File: config.mk
export PLATFORM = sky130hd
export DESIGN_NAME = seg_digit_writer_flat
export DESIGN_NICKNAME = d
export VERILOG_FILES = /design/src/rtl/seg_digit_writer_if.sv /design/src/rtl/seg_digit_writer.sv /design/src/flat_wrapper.sv
export SDC_FILE = /design/constraint.sdc
export NUM_CORES = 1
export LEC_CHECK = 0
export BUFFER_PORTS_ARGS = -buffer_cell sky130_fd_sc_hd__buf_2
export CORE_ASPECT_RATIO = 1.5
export CORE_MARGIN = 4
export CORE_UTILIZATION = 45
export CTS_BUF_LIST = sky130_fd_sc_hd__clkbuf_8
export DETAILED_ROUTE_END_ITERATION = 6
export MAX_ROUTING_LAYER = met4
export PLACE_DENSITY_LB_ADDON = 0.1
export SYNTH_ARGS = -nofsm -noshare
export SYNTH_HDL_FRONTEND = slang
export SYNTH_SLANG_ARGS = --single-unit
File: constraint.sdc
create_clock -name clk -period 3.75 [get_ports clk]
set_clock_uncertainty 0.05 [all_clocks]
set_input_delay 0 -clock clk [delete_from_list [all_inputs] [get_ports clk]]
set_output_delay 0 -clock clk [all_outputs]
set_load 0.02 [all_outputs]
File: src/rtl/seg_digit_writer_if.sv
// Handshake and digit-latch bus between the value source,
// the seg_digit_writer, and the display latch bank.
interface seg_digit_writer_if #(
    parameter int NUM_DIGITS = 6
);
    localparam int SEL_W =
        (NUM_DIGITS > 1) ? $clog2(NUM_DIGITS) : 1;

    logic                    start;
    logic [4*NUM_DIGITS-1:0] value;
    logic                    busy;
    logic                    done;
    logic                    io_flag;
    logic [SEL_W-1:0]        digit_sel;
    logic [6:0]              seg_out;

    modport master (
        output start, value,
        input  busy, done, io_flag, digit_sel, seg_out
    );

    modport slave (
        input  start, value,
        output busy, done, io_flag, digit_sel, seg_out
    );
endinterface

File: src/rtl/seg_digit_writer.sv
// Writes a packed hex value to the 7-seg latches, one strobe per digit, LSD first.
// Define SEG_LEADING_BLANK_EN to blank digits above the most significant nonzero one.
module seg_digit_writer #(
    parameter int NUM_DIGITS = 6,
    parameter int GAP_CYCLES = 0
) (
    input  logic              clk,
    input  logic              reset,
    seg_digit_writer_if.slave bus
);
    localparam int SEL_W =
        (NUM_DIGITS > 1) ? $clog2(NUM_DIGITS) : 1;
    localparam int VW = 4 * NUM_DIGITS;
    localparam logic [SEL_W-1:0] LAST_K =
        SEL_W'(NUM_DIGITS - 1);
    localparam logic [7:0] GAP_LAST =
        8'((GAP_CYCLES > 0) ? GAP_CYCLES - 1 : 0);

    typedef enum logic [1:0] {
        IDLE, WRITE, GAP, DONE
    } state_t;

    state_t           state;
    state_t           state_nx;
    logic [VW-1:0]    value_q;
    logic [SEL_W-1:0] k_q;
    logic [7:0]       gap_q;
    logic [6:0]       seg_q;
    logic [3:0]       nib;
    logic [6:0]       seg_cur;

    function automatic logic [6:0] enc(input logic [3:0] n);
        unique case (n)
            4'h0: enc = 7'h40;
            4'h1: enc = 7'h79;
            4'h2: enc = 7'h24;
            4'h3: enc = 7'h30;
            4'h4: enc = 7'h19;
            4'h5: enc = 7'h12;
            4'h6: enc = 7'h02;
            4'h7: enc = 7'h78;
            4'h8: enc = 7'h00;
            4'h9: enc = 7'h10;
            4'hA: enc = 7'h08;
            4'hB: enc = 7'h03;
            4'hC: enc = 7'h46;
            4'hD: enc = 7'h21;
            4'hE: enc = 7'h06;
            4'hF: enc = 7'h0E;
            default: enc = 7'h7F;
        endcase
    endfunction

    always_ff @(posedge clk) begin
        if (!reset) state <= IDLE;
        else        state <= state_nx;
    end

    always_comb begin
        state_nx = state;
        unique case (state)
            IDLE:  if (bus.start) state_nx = WRITE;
            WRITE: begin
                if (k_q == LAST_K)        state_nx = DONE;
                else if (GAP_CYCLES == 0) state_nx = WRITE;
                else                      state_nx = GAP;
            end
            GAP:   if (gap_q == GAP_LAST) state_nx = WRITE;
            DONE:  state_nx = IDLE;
            default: state_nx = IDLE;
        endcase
    end

    // Digit index only advances on a real hand-off to the next WRITE,
    // so it never passes LAST_K and gap_q never passes GAP_LAST.
    always_ff @(posedge clk) begin
        if (!reset) begin
            value_q <= '0;
            k_q     <= '0;
            gap_q   <= '0;
            seg_q   <= 7'h7F;
        end else begin
            unique case (state)
                IDLE: begin
                    if (bus.start) begin
                        value_q <= bus.value;
                        k_q     <= '0;
                    end
                end
                WRITE: begin
                    seg_q <= seg_cur;
                    gap_q <= '0;
                    if (k_q != LAST_K && GAP_CYCLES == 0)
                        k_q <= k_q + 1'b1;
                end
                GAP: begin
                    if (gap_q == GAP_LAST) k_q <= k_q + 1'b1;
                    else                   gap_q <= gap_q + 8'd1;
                end
                default: ;
            endcase
        end
    end

    assign nib = value_q[{k_q, 2'b00} +: 4];

`ifdef SEG_LEADING_BLANK_EN
    logic [SEL_W-1:0] msd;

    always_comb begin
        msd = '0;
        for (int i = 1; i < NUM_DIGITS; i++)
            if (value_q[4*i +: 4] != 4'h0) msd = SEL_W'(i);
    end

    assign seg_cur = (k_q > msd) ? 7'h7F : enc(nib);
`else
    assign seg_cur = enc(nib);
`endif

    always_comb begin
        bus.busy      = (state != IDLE);
        bus.done      = (state == DONE);
        bus.io_flag   = (state == WRITE);
        bus.digit_sel = k_q;
        bus.seg_out   = (state == WRITE) ? seg_cur : seg_q;
    end
endmodule

File: src/flat_wrapper.sv
// flat-port wrapper written by rule: the top's interface ports become plain ports
module seg_digit_writer_flat 
#(
    parameter int NUM_DIGITS = 6,
    parameter int GAP_CYCLES = 0
)
  (clk, reset, bus_start, bus_value, bus_busy, bus_done, bus_io_flag, bus_digit_sel, bus_seg_out);
  seg_digit_writer_if #(.NUM_DIGITS(NUM_DIGITS)) bus_i ();
  input  logic clk;
  input  logic reset;
  input wire logic [$bits(bus_i.start)-1:0] bus_start;
  input wire logic [$bits(bus_i.value)-1:0] bus_value;
  output wire logic [$bits(bus_i.busy)-1:0] bus_busy;
  output wire logic [$bits(bus_i.done)-1:0] bus_done;
  output wire logic [$bits(bus_i.io_flag)-1:0] bus_io_flag;
  output wire logic [$bits(bus_i.digit_sel)-1:0] bus_digit_sel;
  output wire logic [$bits(bus_i.seg_out)-1:0] bus_seg_out;
  assign bus_i.start = bus_start;
  assign bus_i.value = bus_value;
  assign bus_busy = bus_i.busy;
  assign bus_done = bus_i.done;
  assign bus_io_flag = bus_i.io_flag;
  assign bus_digit_sel = bus_i.digit_sel;
  assign bus_seg_out = bus_i.seg_out;
  seg_digit_writer #(.NUM_DIGITS(NUM_DIGITS), .GAP_CYCLES(GAP_CYCLES)) u_core (.clk(clk), .reset(reset), .bus(bus_i));
endmodule
* Yosys cells after proc, flatten, opt, wreduce, memory -nomap -nowiden
Memories as Yosys holds them, arrays and structs flattened.
Cells that the tools add are included.
** Operators by class
- Add/sub/neg operators :: 2
- Equal/unequal tests :: 9
- Shift operators :: 1
- Muxes and demuxes :: 11
- Reduce and logical (&&, ||, !) cells :: 9
** Operator list (number)
- $shiftx A24 B6 Y4 :: 1
- $pmux W8 S2 :: 1
- $mux W3 :: 3
- $pmux W3 S3 :: 1
- $add A8 B1 Y8 const B :: 1
- $logic_not A8 Y1 :: 1
- $mux W8 :: 1
- $pmux W2 S4 :: 1
- $mux W7 :: 1
- $mux W2 :: 3
- $reduce_and A2 Y1 :: 3
- $eq A2 B2 Y1 const B :: 2
- $ne A2 B1 Y1 const B :: 2
- $ne A2 B2 Y1 const B :: 2
- $reduce_and A4 Y1 :: 1
- $reduce_bool A2 Y1 :: 2
- $add A3 B1 Y3 const B :: 1
- $eq A3 B3 Y1 const B :: 1
- $ne A3 B3 Y1 const B :: 1
- $reduce_bool A3 Y1 :: 1
- $eq A2 B1 Y1 const B :: 1
- $logic_not A2 Y1 :: 1
** Word-level totals
- Register bits after elaboration :: 44
- Bits in read-only memories :: 112
- Input port bits :: 27
- Logic and storage cells :: 38
- Memories kept :: 1
** Memories
- (name not given) :: words 16, width 7, rd ports 1, clocked after Yosys merged registers in 0, write ports 0, line seg_digit_writer.sv:33 : unique case (n)

* Longest topological paths before layout
- Depth in word-level cells :: 3
- Gate-level depth with buffers :: 10
- Mapped depth without buffers :: 9

* Least setup slack after synthesis
No wires, ideal clock.
- Path kind :: register -> output
- Start :: register u_core.k_q[0] (netlist: u_core.bus.digit_sel[0])
- End :: output port bus_seg_out[0]
- Data arrival time :: 2.730 ns
- Path slack :: 0.970 ns
- Cell stages (with the launch flop) :: 9
- Path buffers :: 1
- Path through :: dfxtp_1 > buf_1 > mux2i_1 > nor2_1 > nor3_1 > ha_1 > a21bo_2 > and3_1 > o31ai_1
** On the way
- Cells in the longest elaborated chain, start to end :: 3
** Ends and longest elaborated chain
- start: declaration :: line seg_digit_writer.sv:26 : logic [SEL_W-1:0] k_q;
- start signal: assignment :: line seg_digit_writer.sv:94 : k_q <= k_q + 1'b1;
- start signal: assignment :: line seg_digit_writer.sv:97 : if (gap_q == GAP_LAST) k_q <= k_q + 1'b1;
- $shiftx A24 B6 Y4 :: line seg_digit_writer.sv:105 : assign nib = value_q[{k_q, 2'b00} +: 4];
- $mem_v2 Z16 W7
- $mux W7
- end: declaration :: line flat_wrapper.sv:17 : output wire logic [$bits(bus_i.seg_out)-1:0] bus_seg_out;
Every way passes these cells.

* Final worst setup path
- Start :: register u_core.k_q[1] (netlist: u_core.bus.digit_sel[1])
- End :: output port bus_seg_out[3]
The elaborated chain is that of the path after synthesis.

==> summary.md <==
| Metric | Value |
|---|---|
| Largest family of logic cells by synthesized area | `simple AND/OR/NAND/NOR gates` |
| Part of the cycle the worst path needs | `81.4%` |
| Detailed-route wire length per cell | `13.1 um` |
| Asr flop ratio synth | `0%` |
| Drt initial violations | `93` |
| Initial standard-cell utilization of the core | `46.0%` |
| Cell family with the largest share of critical-path delay | `simple AND/OR/NAND/NOR gates` |
| Area of the die | `6490 um2` |
| GR Util All Layers | `18.7%` |
| Placed insts | `between 300 and 400` |
| Width of the die | `between 60 and 70 um` |
| Xor/xnor share of the synthesized area | `0.371%` |
| Number of top-level pins | `40` |
| Combined buffer and inverter count along the critical path | `2` |
| Mapped Nets | `339` |
| Final core utilization | `57.1%` |
| Number of enable flip-flop cells after synthesis | `0` |
| Mean area per synthesized cell | `7.95 um2` |
| Critical path peak fanout | `13` |
| Mux share of post-synthesis cell area | `5.62%` |
| Later-pin clock latency in the skew report | `300 ps` |
| Req. time, crit path | `3700 ps` |
| Clock buffer depth | `2` |
| Critical path capture point type | `output port` |
| Final Instance Count excl. Fillers | `423` |
| Peak supply drop | `252 uV` |
| Count of final setup violators | `0` |
| Final GP Congestion | `0.889` |
| Leftover overflow at the end of global routing | `0` |
| Number of global-route vias before repair | `2048` |
| Outcome | `finished, final reports clean` |
| Hold_ws | `190 ps` |
| Unrepaired setup endpoints after global routing | `no` |
| Number of flip-flops and latches in the synthesized netlist | `44` |
| Arithmetic-cell share of the synthesized area counting full adders, half adders and majority gates | `7.95%` |
| Reg area | `881 um2` |
| Synth cell types | `45` |
| Initial antenna violation count | `0` |
| WP data arrival | `3000 ps` |
| Count of nets left with antenna violations after detail routing | `0` |
| Final wirelength | `about 5500 um` |
| Total power divided by cell area | `334 nW/um2` |
| Clock root buffer | `clkbuf_8` |
| Sequential share of the synthesized area | `37.3%` |
| Cells after Synth | `297` |
| Netlist area before placement | `2360 um2` |
| Total setup buffers inserted after CTS | `0` |
| Area fraction in compound gates after synthesis | `between 20% and 30%` |
| Diodes inserted | `0` |
| Hold violation count in the final report | `0` |
| Setup Total Neg Slack | `0 ps` |
| Max-cap viol count | `0` |
| CTS sink count | `44` |
| Startpoint kind of the worst setup timing path | `flop` |
| CTS HTree Levels | `2` |
| Min Clock Period, post-route | `3050 ps` |
| Largest net degree at the start of global routing | `35` |
| Number of nets in the layout | `397` |
| Clock transition at path regs | `90 ps` |
| Core Region | `5120 um2` |
| Transition time at the pin with the least slew margin | `between 700 and 800 ps` |
| Setup slack of the worst register-to-register path | `1010 ps` |
| Leakage power of the design | `~1.2 nW` |
| Most used DFF post-synth | `dfxtp_1` |
| Floorplan row count | `32` |
| Series of cell instances along the critical path | `nand2b_1, nor2_1, nor3_1, inv_1, ha_1, and3_1, o21ai_0, o211ai_1, buf_2` |
| Master of the slowest instance on the critical path | `dfxtp_1` |
| Count of unresolved DRC violations after routing | `0` |
| Largest stage delay on the critical path | `about 670 ps` |
| Clock tree from TritonCTS | `done` |
| Vias | `2185` |
| Category of the most critical setup path | `reg2out` |
| Port Buffers | `39` |
| Rel. slew slack | `49.0%` |
| Share of cells above drive strength 1 | `between 10% and 20%` |
| Yosys warning total | `0` |
| Number of filler instances in the final layout | `512` |
| Combined area of the multi-input logic cells | `1370 um2` |
| Via/cell ratio | `5.17` |
| Number of iterations in the first detailed-routing pass | `4` |
| Y dimension of the die | `96.7 um` |
| Num CTS Buffers | `5` |
| Synth-to-Final Area Change | `23.9%` |
| Achievable Freq | `0.328 GHz` |
| Dpl hpwl | `3870 um` |
| Synthesized-area fraction occupied by and/or/nand/nor cells | `23.8%` |
| Hold WC Path Type | `in2reg` |
| Pins over their slew limit | `0` |
| Wire length of the first global-routing pass | `9370 um` |
metrics by stage:
step | power (mW) | cell area (um2) | worst slack (ps)
2_1_floorplan | 0.628 | 2360 | 970
3_3_place_gp | 0.678 | 2590 | 1080
3_5_place_dp | 0.679 | 2590 | 976
4_1_cts | 0.994 | 2920 | 641
5_1_grt | 1.04 | 2920 | 332
6_report | 0.977 | 2920 | 699
layout make-up:
class	instances	area share [%]
Timing Repair Buffer	65	15.5
Clock buffer	5	2.35
Sequential cell	44	30.1
Tap cell	68	2.91
Clock inverter	2	0.428
Inverter	15	1.93
Multi-Input combinational cell	224	46.8
state kept, by name, indices dropped and copies added, names as in the netlist:
signal / count
u_core.gap_q: 8
u_core.bus.digit_sel: 3
u_core.value_q: 24
u_core.state: 2
u_core.seg_q: 7
report_power, final:
| group | total [mW] | switching, mW | leakage [nW] | internal [mW] |
|---|---|---|---|---|
| clock network | 0.290 | 0.164 | 0.0400 | 0.126 |
| logic | 0.181 | 0.102 | 0.819 | 0.0789 |
| registers | 0.506 | 0.0155 | 0.360 | 0.491 |
| total | 0.977 | 0.281 | 1.22 | 0.696 |
final timing paths:
path | from | to | cells after the start
setup / recovery | u_core.bus.digit_sel[1]$_SDFFE_PN0P_ | bus_seg_out[3] | 9
hold / removal | bus_start | u_core.state[1]$_SDFFE_PN0P_ | 5
setup reg to reg | u_core.bus.digit_sel[1]$_SDFFE_PN0P_ | u_core.seg_q[0]$_SDFF_PN1_ | 8
hold reg to reg | u_core.value_q[16]$_SDFFE_PN0P_ | u_core.value_q[16]$_SDFFE_PN0P_ | 2
kinds of logic after synthesis:
family | after synthesis
multiplexers | 13
AND/OR/NAND/NOR | 122
flip-flops | 44
XOR/XNOR | 1
AO/OA/AOI/OAI | 73
buffers and inverters | 29
adder cells (fa/ha/maj) | 15
cells in the final DEF (no fill, tap or decap), types with 2 or more instances in the layout:
master / count
nand2_1: 59
dfxtp_1: 44
buf_2: 39
a21oi_1: 34
dlygate4sd3_1: 25
nor2_1: 23
ha_1: 15
inv_1: 14
mux2i_1: 11
o21ai_0: 10
and3_1: 9
nand2b_1: 5
nor3_1: 5
nand3_1: 5
and2_1: 5
clkbuf_8: 5
a31oi_1: 4
o211ai_1: 4
or3_1: 3
a32oi_1: 3
mux2_2: 2
o32a_1: 2
nand4_1: 2
a211oi_1: 2
o2111ai_1: 2
Yosys cell counts (all sizes together) (5+ instances only):
cell type,number,share of area (%)
nor3,5,1.1
a21oi,34,7.2
and2,5,1.3
nand2,59,9.4
o21ai,10,2.1
and3,9,2.4
clkbuf,11,1.7
nand2b,5,1.3
ha,15,8.0
mux2i,11,4.7
dfxtp,44,37
nor2,23,3.7
inv,14,2.2
nand3,6,1.5
worst register-to-register path, delay by kind of cell (launching register included):
kind                     cells  cell delay (ps)
AO/OA/AOI/OAI                2              390
adder cells (fa/ha/maj)      1              270
buffers and inverters        1              200
flip-flops                   1              670
AND/OR/NAND/NOR              4             1040
layer usage:
metal / track usage, % / up-vias / wire length, um
met1: 21.6 / 996 / 2350
met2: 31.4 / 34 / 2890
met4: 6.88 / 0 / 125
met5: - / - / 0
met3: 3.37 / 11 / 172
li1: - / 1144 / -
repair_timing:
item	CTS	global route
gates resized for setup	0	0
hold buffers	25	0
hold endpoints to repair	32	0
Power figures use the tool's default switching activity.
